<file path="src/rtl/cook_pkg.sv">
// Shared types and constants for the cook controller front panel.
package cook_pkg;

    localparam int unsigned DIGIT_W    = 4;
    localparam int unsigned NUM_DIGITS = 4;
    localparam int unsigned STATE_W    = 3;

    localparam logic [DIGIT_W-1:0] DIGIT_MAX = 4'd9;

    // Panel sequencer states; codes 6 and 7 are never entered.
    typedef enum logic [STATE_W-1:0] {
        ST_IDLE  = 3'd0,
        ST_ENTRY = 3'd1,
        ST_LOAD  = 3'd2,
        ST_COOK  = 3'd3,
        ST_PAUSE = 3'd4,
        ST_DONE  = 3'd5
    } state_t;

    // MM:SS entry, [0]=first_sec, [1]=second_sec, [2]=first_min, [3]=second_min.
    typedef logic [NUM_DIGITS-1:0][DIGIT_W-1:0] entry_t;

    localparam entry_t ENTRY_ZERO = '0;

    // True when a keypad code is a usable BCD digit.
    function automatic logic digit_ok(input logic [DIGIT_W-1:0] d);
        return (d <= DIGIT_MAX);
    endfunction

endpackage

</file>
<file path="src/rtl/entry_shift_reg.sv">
// Four-digit MM:SS entry register: clear, capture of live time, or left shift.
module entry_shift_reg
    import cook_pkg::*;
(
    input  logic               clk_1s,
    input  logic               reset,
    input  logic               clr,
    input  logic               capture_en,
    input  entry_t             cap_digits,
    input  logic               shift_en,
    input  logic [DIGIT_W-1:0] digit,
    output entry_t             digits
);

    entry_t r_digits;

    // Clear beats capture beats shift; the oldest digit falls off the top.
    always_ff @(posedge clk_1s) begin
        if (reset || clr) begin
            r_digits <= ENTRY_ZERO;
        end else if (capture_en) begin
            r_digits <= cap_digits;
        end else if (shift_en) begin
            r_digits <= {r_digits[NUM_DIGITS-2:0], digit};
        end
    end

    assign digits = r_digits;

endmodule

</file>
<file path="src/rtl/cook_controller.sv">
// Front-panel sequencer: keypad entry, timer load/clear, heater and beeper control.
module cook_controller
    import cook_pkg::*;
#(
    parameter int unsigned BEEP_CYCLES = 3
) (
    input  logic               clk_1s,
    input  logic               reset,
    input  logic               key_digit_valid,
    input  logic [DIGIT_W-1:0] key_digit,
    input  logic               key_start,
    input  logic               key_stop,
    input  logic               door_open,
    input  logic [DIGIT_W-1:0] cur_first_s,
    input  logic [DIGIT_W-1:0] cur_second_s,
    input  logic [DIGIT_W-1:0] cur_first_m,
    input  logic [DIGIT_W-1:0] cur_second_m,
    output logic [DIGIT_W-1:0] entry_first_sec,
    output logic [DIGIT_W-1:0] entry_second_sec,
    output logic [DIGIT_W-1:0] entry_first_min,
    output logic [DIGIT_W-1:0] entry_second_min,
    output logic               load_time_en,
    output logic               clear_input,
    output logic               magnetron_on,
    output logic               beep,
    output logic [STATE_W-1:0] state_out
);

    localparam int unsigned       CNT_W    = (BEEP_CYCLES > 1) ? $clog2(BEEP_CYCLES) : 1;
    localparam logic [CNT_W-1:0]  CNT_LOAD = CNT_W'(BEEP_CYCLES - 1);

    state_t           r_state;
    state_t           w_next;
    logic [CNT_W-1:0] r_beep_cnt;
    logic [CNT_W-1:0] w_beep_cnt_next;

    logic   w_shift_en;
    logic   w_capture_en;
    logic   w_clr;
    logic   w_digit_ok;
    logic   w_entry_nz;
    logic   w_cur_zero;
    entry_t w_entry;
    entry_t w_cur;

    assign w_cur      = {cur_second_m, cur_first_m, cur_second_s, cur_first_s};
    assign w_cur_zero = (w_cur == ENTRY_ZERO);
    assign w_entry_nz = (w_entry != ENTRY_ZERO);
    assign w_digit_ok = key_digit_valid && digit_ok(key_digit);

    // Entry digit storage.
    entry_shift_reg u_entry (
        .clk_1s     (clk_1s),
        .reset      (reset),
        .clr        (w_clr),
        .capture_en (w_capture_en),
        .cap_digits (w_cur),
        .shift_en   (w_shift_en),
        .digit      (key_digit),
        .digits     (w_entry)
    );

    // State and beep counter registers.
    always_ff @(posedge clk_1s) begin
        if (reset) begin
            r_state    <= ST_IDLE;
            r_beep_cnt <= '0;
        end else begin
            r_state    <= w_next;
            r_beep_cnt <= w_beep_cnt_next;
        end
    end

    // Next state and entry-register controls; stop > door > start > digit.
    always_comb begin
        w_next          = r_state;
        w_beep_cnt_next = r_beep_cnt;
        w_shift_en      = 1'b0;
        w_capture_en    = 1'b0;
        w_clr           = 1'b0;
        case (r_state)
            ST_IDLE: begin
                if (w_digit_ok) begin
                    w_shift_en = 1'b1;
                    w_next     = ST_ENTRY;
                end
            end
            ST_ENTRY: begin
                if (key_stop) begin
                    w_clr  = 1'b1;
                    w_next = ST_IDLE;
                end else if (key_start && !door_open && w_entry_nz) begin
                    w_next = ST_LOAD;
                end else if (w_digit_ok) begin
                    w_shift_en = 1'b1;
                end
            end
            ST_LOAD: begin
                w_next = ST_COOK;
            end
            ST_COOK: begin
                if (key_stop || door_open) begin
                    // Remember the remaining time so a restart can reload it.
                    w_capture_en = 1'b1;
                    w_next       = ST_PAUSE;
                end else if (w_cur_zero) begin
                    w_clr           = 1'b1;
                    w_beep_cnt_next = CNT_LOAD;
                    w_next          = ST_DONE;
                end
            end
            ST_PAUSE: begin
                if (key_stop) begin
                    w_clr  = 1'b1;
                    w_next = ST_IDLE;
                end else if (key_start && !door_open) begin
                    w_next = ST_LOAD;
                end
            end
            ST_DONE: begin
                if (key_stop || (r_beep_cnt == '0)) begin
                    w_next = ST_IDLE;
                end else begin
                    w_beep_cnt_next = r_beep_cnt - CNT_W'(1);
                end
            end
            default: begin
                w_next = ST_IDLE;
            end
        endcase
    end

    // Output decode; the heater gate follows the door with no clock delay.
    assign entry_first_sec  = w_entry[0];
    assign entry_second_sec = w_entry[1];
    assign entry_first_min  = w_entry[2];
    assign entry_second_min = w_entry[3];
    assign load_time_en     = (r_state == ST_LOAD);
    assign clear_input      = !((r_state == ST_LOAD) || (r_state == ST_COOK));
    assign magnetron_on     = (r_state == ST_COOK) && !door_open;
    assign beep             = (r_state == ST_DONE);
    assign state_out        = STATE_W'(r_state);

endmodule
</file>
<file path="config.mk">
export PLATFORM = sky130hd
export DESIGN_NAME = cook_controller
export DESIGN_NICKNAME = d
export VERILOG_FILES = /design/src/rtl/cook_pkg.sv /design/src/rtl/entry_shift_reg.sv /design/src/rtl/cook_controller.sv
export SDC_FILE = /design/constraint.sdc
export NUM_CORES = 1
export LEC_CHECK = 0
export ABC_AREA = 1
export CAP_MARGIN = 30
export CORE_MARGIN = 1.5
export CORE_UTILIZATION = 25
export DETAILED_ROUTE_END_ITERATION = 6
export PLACE_DENSITY_LB_ADDON = 0.05
export SYNTH_ARGS = -nofsm -noshare
export SYNTH_HDL_FRONTEND = slang
export SYNTH_SLANG_ARGS = --single-unit
</file>
<file path="constraint.sdc">
create_clock -name clk_1s -period 1.3 [get_ports clk_1s]
set_input_delay 0.325 -clock clk_1s [delete_from_list [all_inputs] [get_ports clk_1s]]
set_output_delay 0.325 -clock clk_1s [all_outputs]
set_load 0.005 [all_outputs]
</file>
# After elaboration in Yosys (flattened, before gate mapping)
# Cells that the tools add are included.
dict set report totals {
  reg_bits 21
  word_cells 65
}
dict set report classes {
  addsub 1
  order_cmp 1
  eq_ne 13
  muxes 25
  reduce_logical 19
}
# cell n
set op_table {}
lappend op_table {{$mux W16} 2}
lappend op_table {{$mux W3} 8}
lappend op_table {{$pmux W3 S6} 1}
lappend op_table {{$logic_not A16 Y1} 1}
lappend op_table {{$reduce_bool A16 Y1} 1}
lappend op_table {{$ne A3 B3 Y1 const B} 3}
lappend op_table {{$mux W1} 8}
lappend op_table {{$ne A2 B2 Y1 const B} 4}
lappend op_table {{$eq A3 B2 Y1 const B} 2}
lappend op_table {{$eq A3 B3 Y1 const B} 2}
lappend op_table {{$mux W2} 3}
lappend op_table {{$reduce_and A5 Y1} 1}
lappend op_table {{$le A4 B4 Y1 const B} 1}
lappend op_table {{$logic_and A1 B1 Y1} 4}
lappend op_table {{$logic_or A1 B1 Y1} 4}
lappend op_table {{$pmux W1 S2} 2}
lappend op_table {{$pmux W2 S2} 1}
lappend op_table {{$reduce_and A4 Y1} 1}
lappend op_table {{$reduce_bool A2 Y1} 2}
lappend op_table {{$eq A3 B1 Y1 const B} 1}
lappend op_table {{$logic_not A3 Y1} 1}
lappend op_table {{$logic_not A1 Y1} 2}
lappend op_table {{$logic_not A2 Y1} 1}
lappend op_table {{$ne A2 B1 Y1 const B} 1}
lappend op_table {{2 further kinds} 2}

# Logic depth before layout (Yosys ltp)
# Gate-level depths: netlist of the first run.
dict set report logic_depth {
  depth_word 8
  depth_mapped 13
  mapped_depth_nobuf 12
}

# Hierarchy
# A second synthesis of the first run with hierarchy kept.
dict set report hier_totals {
  hier_cells 236
  area_unflattened_um2 1442.6
}
# module n_inst cells_per_inst area_per_inst_um2 seq_area_each_um2
set modules_own_cells {}
lappend modules_own_cells {entry_shift_reg 1 131 838.3 320.3}
lappend modules_own_cells {cook_controller 1 105 604.3 100.1}

# Worst setup path before layout of the first run
# OpenSTA, ideal clock, no wires.
dict set report synth_path {
  path_kind {register -> register}
  from {reg r_state[0] (netlist: state_out[0])}
  to {reg u_entry.r_digits, in the netlist u_entry.digits[0]}
  setup_time_ns 0.114
  arrival_time_ns 1.188
  path_slack_ns -0.002
  stages_incl_launch_ff 11
  path_buffers 1
  synth_period_minus_slack_ns 1.302
  path_cell_list {dfxtp_1 nand3_1 nor2_1 nand2_2 nand2_2 nand2_2 nand2_4 buf_6 nand2_1 nand2_2 nor2_2}
}
dict set report synth_between {
  elab_chain_cells 4
  word_cells_on_any_way 11
  cone_classes {3 x eq/ne; 4 x mux; 4 x reduce/logical}
}
# item line_no
set synth_rtl {}
lappend synth_rtl {{from (decl)} cook_controller.sv:32} ;# state_t r_state;
lappend synth_rtl {{from (signal assigned)} cook_controller.sv:69} ;# r_state <= w_next;
lappend synth_rtl {{$eq A3 B3 Y1 or $eq A3 B1 Y1 (tied branches)} cook_controller.sv:81} ;# case (r_state)
lappend synth_rtl {{$reduce_or A2 Y1 (no line)} -}
lappend synth_rtl {{$pmux W1 S2} cook_controller.sv:81}
lappend synth_rtl {{$logic_or A1 B1 Y1} entry_shift_reg.sv:19} ;# if (reset || clr) begin
lappend synth_rtl {{to (signal assigned)} entry_shift_reg.sv:22} ;# r_digits <= cap_digits;
lappend synth_rtl {{to (signal assigned)} entry_shift_reg.sv:24} ;# r_digits <= {r_digits[NUM_DIGITS-2:0], digit};
lappend synth_rtl {{to (decl)} entry_shift_reg.sv:15} ;# entry_t r_digits;
# Several ways; a longest one is shown, not always the timed one.
# A chain may end at the register's enable or synchronous reset.

# Worst setup path in the final report of the first run
# Ends and elaborated chain as after synthesis.

==> results.md, run 1 <==
* Status: complete, but fails checks
* Violated checks: setup timing
* Total track usage at 16.3%
* Tmin final at 1480 ps
* Total gr overflow at 0
* Crit Path Class: register to register
* Critical Path AT at 1640 ps
* Worst Tran Pin Value at 202 ps
* Root buf cell: clkbuf_8
* Period utilization at 114%
* Final Hold Viols at 0
* Maxcap violations at 0
* Diode count at 0
* WHS Endpoint: r_beep_cnt[0]
* CP peak stage delay at 390 ps
* Initial antenna violation count at 0
* Fmax at 678 MHz
* Commonest non-fill, non-tap cell in the layout: buf_4
* Largest net degree at the start of global routing at 18
* Synth Instances at 245
* Die Y at 80.9 um
* Hpwl dp at 3380 um
* Vias in the first global route at 1,724
* Fin worst setup slack at -176 ps
* Initial Utilization at 25.7%
* Largest area contributor in the netlist: dfxtp_1
* Sequential area share after synthesis at 27.7%
* Max-slew violations at 0
* Worst setup SP type: register
* Placement Rows at 28
* Source of the worst hold timing path: r_beep_cnt[0]
* Finish-stage setup viols at 24
* CTS clock-pin slew for the worst setup and hold paths at 80 ps
* CP Cell Sequence: buf_6, nand3_4, buf_6, nor2_4, inv_4, o21ai_4, buf_6, inv_8, nand2_2, nor2_2
* Core ar. at 5890 um^2
* Power, Total at 4.94 mW
* Antenna Nets Post-Route at 0
* Post-Route WL at 5180 um
* First-pass GRT wire length at 8140 um
* Flops & latches, synth at 21
* Vias at 1,895
* Crit-path max FO at 8
* PortBufs at 48
* DRC violations left at 0
* P&R area growth vs syn at 104%
* Synth cell types at 23
* Pwr per Cell Area at 1600 nW/um^2
* R2r startpoint: state_out[0]
* Reg-to-Reg End: u_entry.digits[0]
* Drt pass-1 iters at 4
* Nets at 392
* Cell count after placement at 409
* TritonCTS sink count at 21
* Iter 0 DRT Violations at 46
* IO Pins at 49
* CP most frequent cell: buf_6
* WL per Instance at 11.8 um
* Worst skew pair latency at 270 ps
* CTS tree: done
* Most frequent cells in the layout: buf_4 (55), nand2_2 (37), inv_1 (30), nor2_1 (30), nand2_1 (23)
* RSZ-0062 raised after global routing: yes
* Synth top area share at 27.7%
* Skew final at 7.46 ps
* Num CTS Buffers at 3
* Endpoint class of the critical path: register
* Share of cells above drive strength 1 at 61.0%
* CTS HTree Levels at 1
* Gpl congestion at 0.782
* Synth Net Count at 272
* Syn avg cell area at 6.18 um^2
* Hold Path Depth at 2
* Chip width at 80.9 um
* Critical Path RT at 1460 ps
* Vias per cell at 4.32
* Slowest cell on crit path: dfxtp_4
* Final cell count without fillers at 439
* Leak at 1.48 nW
* CTS Buffer Depth at 2
* Synth area leaders: dfxtp_1 (28%), nand2_1 (14%), nor2_1 (11%), inv_1 (9.9%), nand2_2 (6.2%)
* VDD IR-drop max at 948 uV
* Cell Area, Synth at 1520 um^2
* Die footprint at 6540 um^2
* Synth Warn # at 0
* Flop2flop setup slack at -180 ps
* Hold buffers post-CTS at 0
* Rel. slew slack at 86.4%
* Hold crit path type: register to register
* Reg2reg path depth at 10
## state kept, by name (all words and copies together), names as in the netlist
signal          count
u_entry.digits     16
state_out           3
r_beep_cnt          2
## cells by family (layout without fill, tap and decap cells)
| group | count (synthesis) | count (layout) | share of synthesized area, % |
|---|---|---|---|
| and+or+nand+nor | 140 | 143 | 42.4 |
| DFF | 21 | 21 | 27.7 |
| adders and majority gates | 1 | 1 | 0.826 |
| buffers and inverters | 54 | 170 | 16.8 |
| AOI/OAI and AO/OA | 29 | 29 | 12.2 |
## worst max-delay path, delay by kind of cell, from the launching register on
| kind | cells | cell delay, ps |
|---|---|---|
| flip-flops | 1 | 390 |
| AO/OA/AOI/OAI | 1 | 170 |
| AND/OR/NAND/NOR | 4 | 310 |
| buffers and inverters | 5 | 500 |
## final cells by class
type	instances	area [um^2]
fill	593	2790
multi-input combinational	173	1240
timing repair buffer	118	1050
sequential	21	449
inverter	47	200
tap	75	93.8
clock buffer	4	45.0
timing repair inverter	1	11.3
## report_power, final
group          internal, mW  total, mW  leakage [nW]  switching, mW
clock                 0.219      0.452        0.0228          0.233
combinational          1.65       3.48          1.28           1.83
sequential            0.873       1.01         0.180          0.139
total                  2.74       4.94          1.48           2.20
## how the worst max path moves through the flow
stage	from	end
after global placement	door_open	u_entry.digits[14]
after detailed placement	door_open	u_entry.digits[9]
final	state_out[0]	u_entry.digits[0]
after floorplan	state_out[2]	state_out[2]
after CTS	state_out[2]	u_entry.digits[9]
after global routing	state_out[0]	u_entry.digits[0]
## per-stage QoR
step / instance area [um^2] / util [%] / worst slack, ps / setup TNS, ps / hold slack, ps
5_1_grt: 3090 / 52.5 / -253 / -4950 / 477
2_1_floorplan: 1520 / - / 1.79 / 0 / 387
6_report: 3090 / 52.5 / -176 / -3240 / 468
3_3_place_gp: 2400 / 40.7 / -571 / -11930 / 455
4_1_cts: 2970 / 50.4 / -182 / -3160 / 466
3_5_place_dp: 2400 / 40.7 / -559 / -11780 / 455
## layer usage
| metal | GRT usage, % | share of wire, % | wire length [um] | up-vias |
|---|---|---|---|---|
| li1 | - | - | - | 981 |
| met1 | 19.8 | 44 | 2260 | 875 |
| met2 | 30.3 | 51 | 2660 | 33 |
| met3 | 2.36 | 3.4 | 178 | 6 |
| met4 | 3.45 | 1.6 | 82 | 0 |
| met5 | 0 | 0 | 0 | - |
## what timing repair did
action | in CTS | in global routing
buffers inserted | 20 | 4
pin swaps | 38 | 27
gates resized for setup | 189 | 42
endpoints found under the setup margin | 44 | 30
gates cloned | 5 | 0
endpoints found under the hold margin | 0 | 0
## cell usage after synthesis, drive strengths merged
| cell type | number |
|---|---|
| nand2 | 75 |
| nor2 | 55 |
| inv | 46 |
| o21ai | 23 |
| dfxtp | 21 |
| buf | 7 |
| a21oi | 5 |
| nand4 | 5 |
| nand3 | 3 |
| nor3 | 2 |
| a211oi | 1 |
| clkinv | 1 |
| ha | 1 |
(Power assumes the default switching activity.)
==> run 2, diff against run 1 <==
--- a/config.mk
+++ b/config.mk
@@ -11,6 +11,7 @@
 export CORE_UTILIZATION = 25
 export DETAILED_ROUTE_END_ITERATION = 6
 export PLACE_DENSITY_LB_ADDON = 0.05
+export REMOVE_ABC_BUFFERS = 1
 export SYNTH_ARGS = -nofsm -noshare
 export SYNTH_HDL_FRONTEND = slang
 export SYNTH_SLANG_ARGS = --single-unit
==> run 2 against run 1 <==
Compared with the run above: the flow still finishes with violations (setup timing); count of clock-buffer cells in the layout shrank 1; routed wire length is 1.4% lower; die area stayed put; final area up 0.24%; non-clock buffer count up 10; first-iteration DRC count fell by 15%; clock power hardly changed; final cell count is 1.6% higher; power is 4.5% lower; clock skew down 2.7 ps; register-to-register slack about the same; critical path type unchanged.
==> results.md, run 2 (same netlist as run 1, synthesis figures left out) <==
* Slowest cell on crit path: dfxtp_2
* Total gr overflow at 0
* Vias in the first global route at 1,884
* VDD IR-drop max at 936 uV
* P&R area growth vs syn at 105%
* CP Cell Sequence: nor2_2, nand2_1, nor2_2, nand2_1, nand2_1, nand2_2, nand2_2, nand2_2, nand2_4, buf_8, nand2_2, nand2_2, nor2_2
* Crit-path max FO at 8
* WL per Instance at 11.5 um
* Met2 usage at 28.7%
* Skew final at 4.76 ps
* Final Util at 52.7%
* Critical Path AT at 1660 ps
* Total track usage at 16.4%
* Core ar. at 5890 um^2
* Tmin final at 1490 ps
* Psw at 2.00 mW
* CP most frequent cell: nand2_2
* Root buf cell: clkbuf_8
* Rel. slew slack at 84.5%
* WHS at 463 ps
* Period utilization at 114%
* Status: complete, but fails checks
* Power, Total at 4.72 mW
* Hold crit path type: register to register
* Most used routing layer: met2
* IO Pins at 49
* CTS HTree Levels at 1
* Diode count at 0
* Fin worst setup slack at -188 ps
* Reg power frac at 21.3%
* Pwr per Cell Area at 1520 nW/um^2
* Int Pwr at 2.72 mW
* Die Y at 80.9 um
* PortBufs at 48
* Worst setup SP type: register
* Initial antenna violation count at 0
* Vias at 1,885
* Most frequent cells in the layout: buf_4 (57), inv_1 (32), nand2_1 (31)
* Finish-stage setup viols at 23
* Initial Utilization at 25.7%
* Fmax at 672 MHz
* Max-slew violations at 0
* CTS tree: done
* Share of cells above drive strength 1 at 60.1%
* Chip width at 80.9 um
* Die footprint at 6540 um^2
* CTS clock-pin slew for the worst setup and hold paths at 90 ps
* CP peak stage delay at 340 ps
* DRC violations left at 0
* Gpl congestion at 0.814
* TritonCTS sink count at 21
* Critical Path RT at 1470 ps
* CTS Buffer Depth at 2
* Leak at 1.51 nW
* Crit Path Class: register to register
* Post-Route WL at 5110 um
* Commonest non-fill, non-tap cell in the layout: buf_4
* Hpwl dp at 3380 um
* Final Hold Viols at 0
* Maxcap violations at 0
* First-pass GRT wire length at 8320 um
* RSZ-0062 raised after global routing: yes
* Combinational share of power at 69.2%
* Violated checks: setup timing
* Vias per cell at 4.23
* Antenna Nets Post-Route at 0
* Switching Fraction at 42.4%
* Largest net degree at the start of global routing at 13
* Worst skew pair latency at 270 ps
* Placement Rows at 28
* Pre-CTS setup slack at -559 ps
* Iter 0 DRT Violations at 39
* Num CTS Buffers at 3
* Power share of the clock group at 9.5%
* Nets at 399
* Worst Tran Pin Value at 232 ps
* Endpoint class of the critical path: register
* Max FFs per register at 16
* GRT met3 Usage at 3.15%
* Met1 Use GR at 21.1%
* Drt pass-1 iters at 4
run 2: cell count changes in the layout (fill, tap and decap cells not counted), moves of 4 or more:
| cell | previous run | this run |
|---|---|---|
| nand2_8 | 6 | 1 |
| nor2_1 | 30 | 26 |
| nand2_2 | 37 | 29 |
| buf_6 | 13 | 18 |
| nand2_1 | 23 | 31 |
| nor2_2 | 19 | 25 |
run 2: area by class of cell:
type / count / area [um^2]
Clock buffer: 3 / 41.3
Multi-Input combinational cell: 170 / 1110
Fill cell: 602 / 2790
Inverter: 47 / 200
Timing Repair Buffer: 128 / 1190
Clock inverter: 1 / 5.00
Timing Repair inverter: 1 / 11.3
Tap cell: 75 / 93.8
Sequential cell: 21 / 449
run 2: path summary, 6_finish.rpt:
check        slack [ps]         startpoint                 end  cells past startpoint
max                -190  u_entry.digits[0]  u_entry.digits[12]                     13
min                 460      r_beep_cnt[0]       r_beep_cnt[0]                      2
max reg2reg        -190  u_entry.digits[0]  u_entry.digits[12]                     13
min reg2reg         460      r_beep_cnt[0]       r_beep_cnt[0]                      2
run 2: routing by layer:
| metal | wire, um | vias to the layer above |
|---|---|---|
| met1 | 2320 | 863 |
| li1 | - | 992 |
| met4 | 48 | 0 |
| met3 | 166 | 4 |
| met2 | 2570 | 26 |
| met5 | 0 | - |
run 2: critical path, delay by kind of cell (launching register included):
kind                   cells  cell delay [ps]
buffers and inverters      1              160
AND/OR/NAND/NOR           12              870
flip-flops                 1              340
run 2: stage by stage:
step / setup TNS (ps) / instance area (um^2) / cells
floorplan: -1770 / 1440 / 238
global placement: -12300 / 2450 / 416
detailed placement: -12010 / 2450 / 416
CTS: -2890 / 2970 / 444
global route: -5660 / 3100 / 446
finish: -3290 / 3100 / 446
run 2: power by group through the flow:
stage,Clock [mW],Sequential [mW],Combinational (mW)
after CTS,0.468,0.993,3.00
after detailed placement,0,0.960,2.46
after global routing,0.492,1.03,3.58
final,0.450,1.00,3.26
after global placement,0,0.960,2.48
after floorplan,0,1.03,1.18
run 2: what timing repair did:
item,4_1_cts,5_1_grt
hold endpoints to repair,0,0
setup endpoints to repair,44,32
setup buffers,20,3
hold buffers,0,0
pin swaps,22,20
gates cloned,5,0
gates resized for setup,184,42
==> run 3, diff against run 2 <==
--- a/config.mk
+++ b/config.mk
@@ -7,8 +7,7 @@
 export LEC_CHECK = 0
 export ABC_AREA = 1
 export CAP_MARGIN = 30
-export CORE_MARGIN = 1.5
-export CORE_UTILIZATION = 25
+export CORE_UTILIZATION = 35
 export DETAILED_ROUTE_END_ITERATION = 6
 export PLACE_DENSITY_LB_ADDON = 0.05
 export REMOVE_ABC_BUFFERS = 1
==> run 3 against run 2 <==
Compared with the run above: the run still ends with setup timing left; register-to-register slack better by 80 ps; die area down 30%; combinational power down 14%; final area down 10%; sequential power about the same; non-clock buffer count down 9; highest routed layer unchanged.
==> results.md, run 3 (same netlist as run 1, synthesis figures left out) <==
* Total track usage at 19.5%
* Final Util at 68.1%
* Pre-CTS setup slack at -527 ps
* Share of cells above drive strength 1 at 50.1%
* Pwr per Cell Area at 1530 nW/um^2
* Iter 0 DRT Violations at 47
* Placement Rows at 23
* Total gr overflow at 0
* Worst setup SP type: register
* P&R area growth vs syn at 83.7%
* Diode count at 0
* Hold buffers post-CTS at 0
* Placed cell area at 2340 um^2
* Hpwl dp at 2940 um
* CP peak stage delay at 390 ps
* Skew final at 6.23 ps
* Max FFs per register at 16
* Die Y at 67.8 um
* CP Cell Sequence: buf_6, buf_6, nor2_4, buf_2
* Crit Path Class: register to output port
* Nets at 391
* CTS clock-pin slew for the worst setup and hold paths at 80 ps
* First-pass GRT wire length at 6680 um
* Max-slew violations at 0
* RSZ-0062 raised after global routing: yes
* Core ar. at 4090 um^2
* FF+latch area at 449 um^2
* Tmin final at 1430 ps
* Vias in the first global route at 1,603
* CTS HTree Levels at 1
* Endpoint class of the critical path: output port
* Crit-path max FO at 6
* Final Hold Viols at 0
* Commonest non-fill, non-tap cell in the layout: buf_4
* Period utilization at 110%
* Die footprint at 4600 um^2
* IO Pins at 49
* Root buf cell: clkbuf_8
* CP most frequent cell: buf_6
* Chip width at 67.8 um
* Finish-stage setup viols at 22
* Antenna Nets Post-Route at 0
* TritonCTS sink count at 21
* Initial Utilization at 37.1%
* Violated checks: setup timing
* Maxcap violations at 0
* Flop2flop setup slack at -110 ps
* Fmax at 698 MHz
* Layout fillers at 372
* Initial antenna violation count at 0
* Slowest cell on crit path: dfxtp_4
* Leak at 1.38 nW
* Fin worst setup slack at -133 ps
* Gpl congestion at 0.830
* Multi-input logic area at 1010 um^2
* Status: complete, but fails checks
* Worst Tran Pin Value at 223 ps
* Post-Route WL at 4420 um
* Rel. slew slack at 85.2%
* Hold crit path type: register to register
* PortBufs at 48
* Largest net degree at the start of global routing at 33
* Num CTS Buffers at 3
* Most frequent cells in the layout: buf_4 (59), nand2_1 (49), nor2_1 (35)
* Drt pass-1 iters at 4
* Fin area at 2780 um^2
* CTS tree: done
* DRC violations left at 0
* Worst skew pair latency at 260 ps
* Critical Path AT at 1110 ps
* WL per Instance at 10.7 um
* Critical Path RT at 980 ps
* VDD IR-drop max at 824 uV
* CTS Buffer Depth at 2
* Vias at 1,816
* Vias per cell at 4.40
[run 3: cell types whose count changed in the layout (fill, tap and decap cells not counted), sizes merged]
cell / before / now
clkdlybuf4s50: 4 / 3
buf: 85 / 74
dlygate4sd2: 19 / 22
inv: 47 / 46
clkdlybuf4s15: 14 / 15
nand2: 75 / 77
clkbuf: 7 / 6
[run 3: cell type report]
class | count | area share (%)
Clock inverter | 1 | 0.180
Tap cell | 50 | 2.25
Multi-Input combinational cell | 172 | 36.4
Timing Repair Buffer | 119 | 37.0
Inverter | 47 | 6.61
Clock buffer | 3 | 1.48
Sequential cell | 21 | 16.1
[run 3: final timing paths]
kind,start,cells past startpoint,endpoint
worst max-delay path,state_out[0],4,load_time_en
worst min-delay path,r_beep_cnt[1],2,r_beep_cnt[1]
worst min register to register,r_beep_cnt[1],2,r_beep_cnt[1]
worst max register to register,state_out[2],11,u_entry.digits[5]
[run 3: stage by stage]
stage	power, mW	instances	hold WS, ps	setup TNS [ps]
final	4.26	413	459	-1940
after global routing	4.62	413	466	-4510
after CTS	3.93	409	460	-2280
after detailed placement	3.27	381	449	-11160
after global placement	3.27	381	447	-11600
after floorplan	2.21	238	394	-1770
[run 3: per-layer routing]
layer | vias to the layer above | GRT usage [%] | routed length (um)
met5 | - | 0 | 0
met4 | 0 | 4.69 | 60
met3 | 6 | 3.55 | 205
met2 | 42 | 34.2 | 2090
met1 | 794 | 24.4 | 2060
li1 | 974 | - | -
[run 3: what timing repair did]
| item | in CTS | in global routing |
|---|---|---|
| resized for setup | 114 | 43 |
| endpoints found under the setup margin | 44 | 33 |
| pin swaps | 14 | 6 |
| gates cloned | 0 | 2 |
| buffers inserted | 24 | 3 |
[run 3: critical path, delay by kind of cell, from the launching register on]
family                 cells  cell delay (ps)
flip-flops                 1              390
buffers and inverters      3              360
AND/OR/NAND/NOR            1              110
[run 3: where the power goes]
group	total (mW)	leakage, nW	switching (mW)	internal (mW)
registers	1.02	0.180	0.150	0.873
logic	2.80	1.18	1.42	1.39
clock network	0.439	0.0255	0.225	0.214
total	4.26	1.38	1.79	2.47
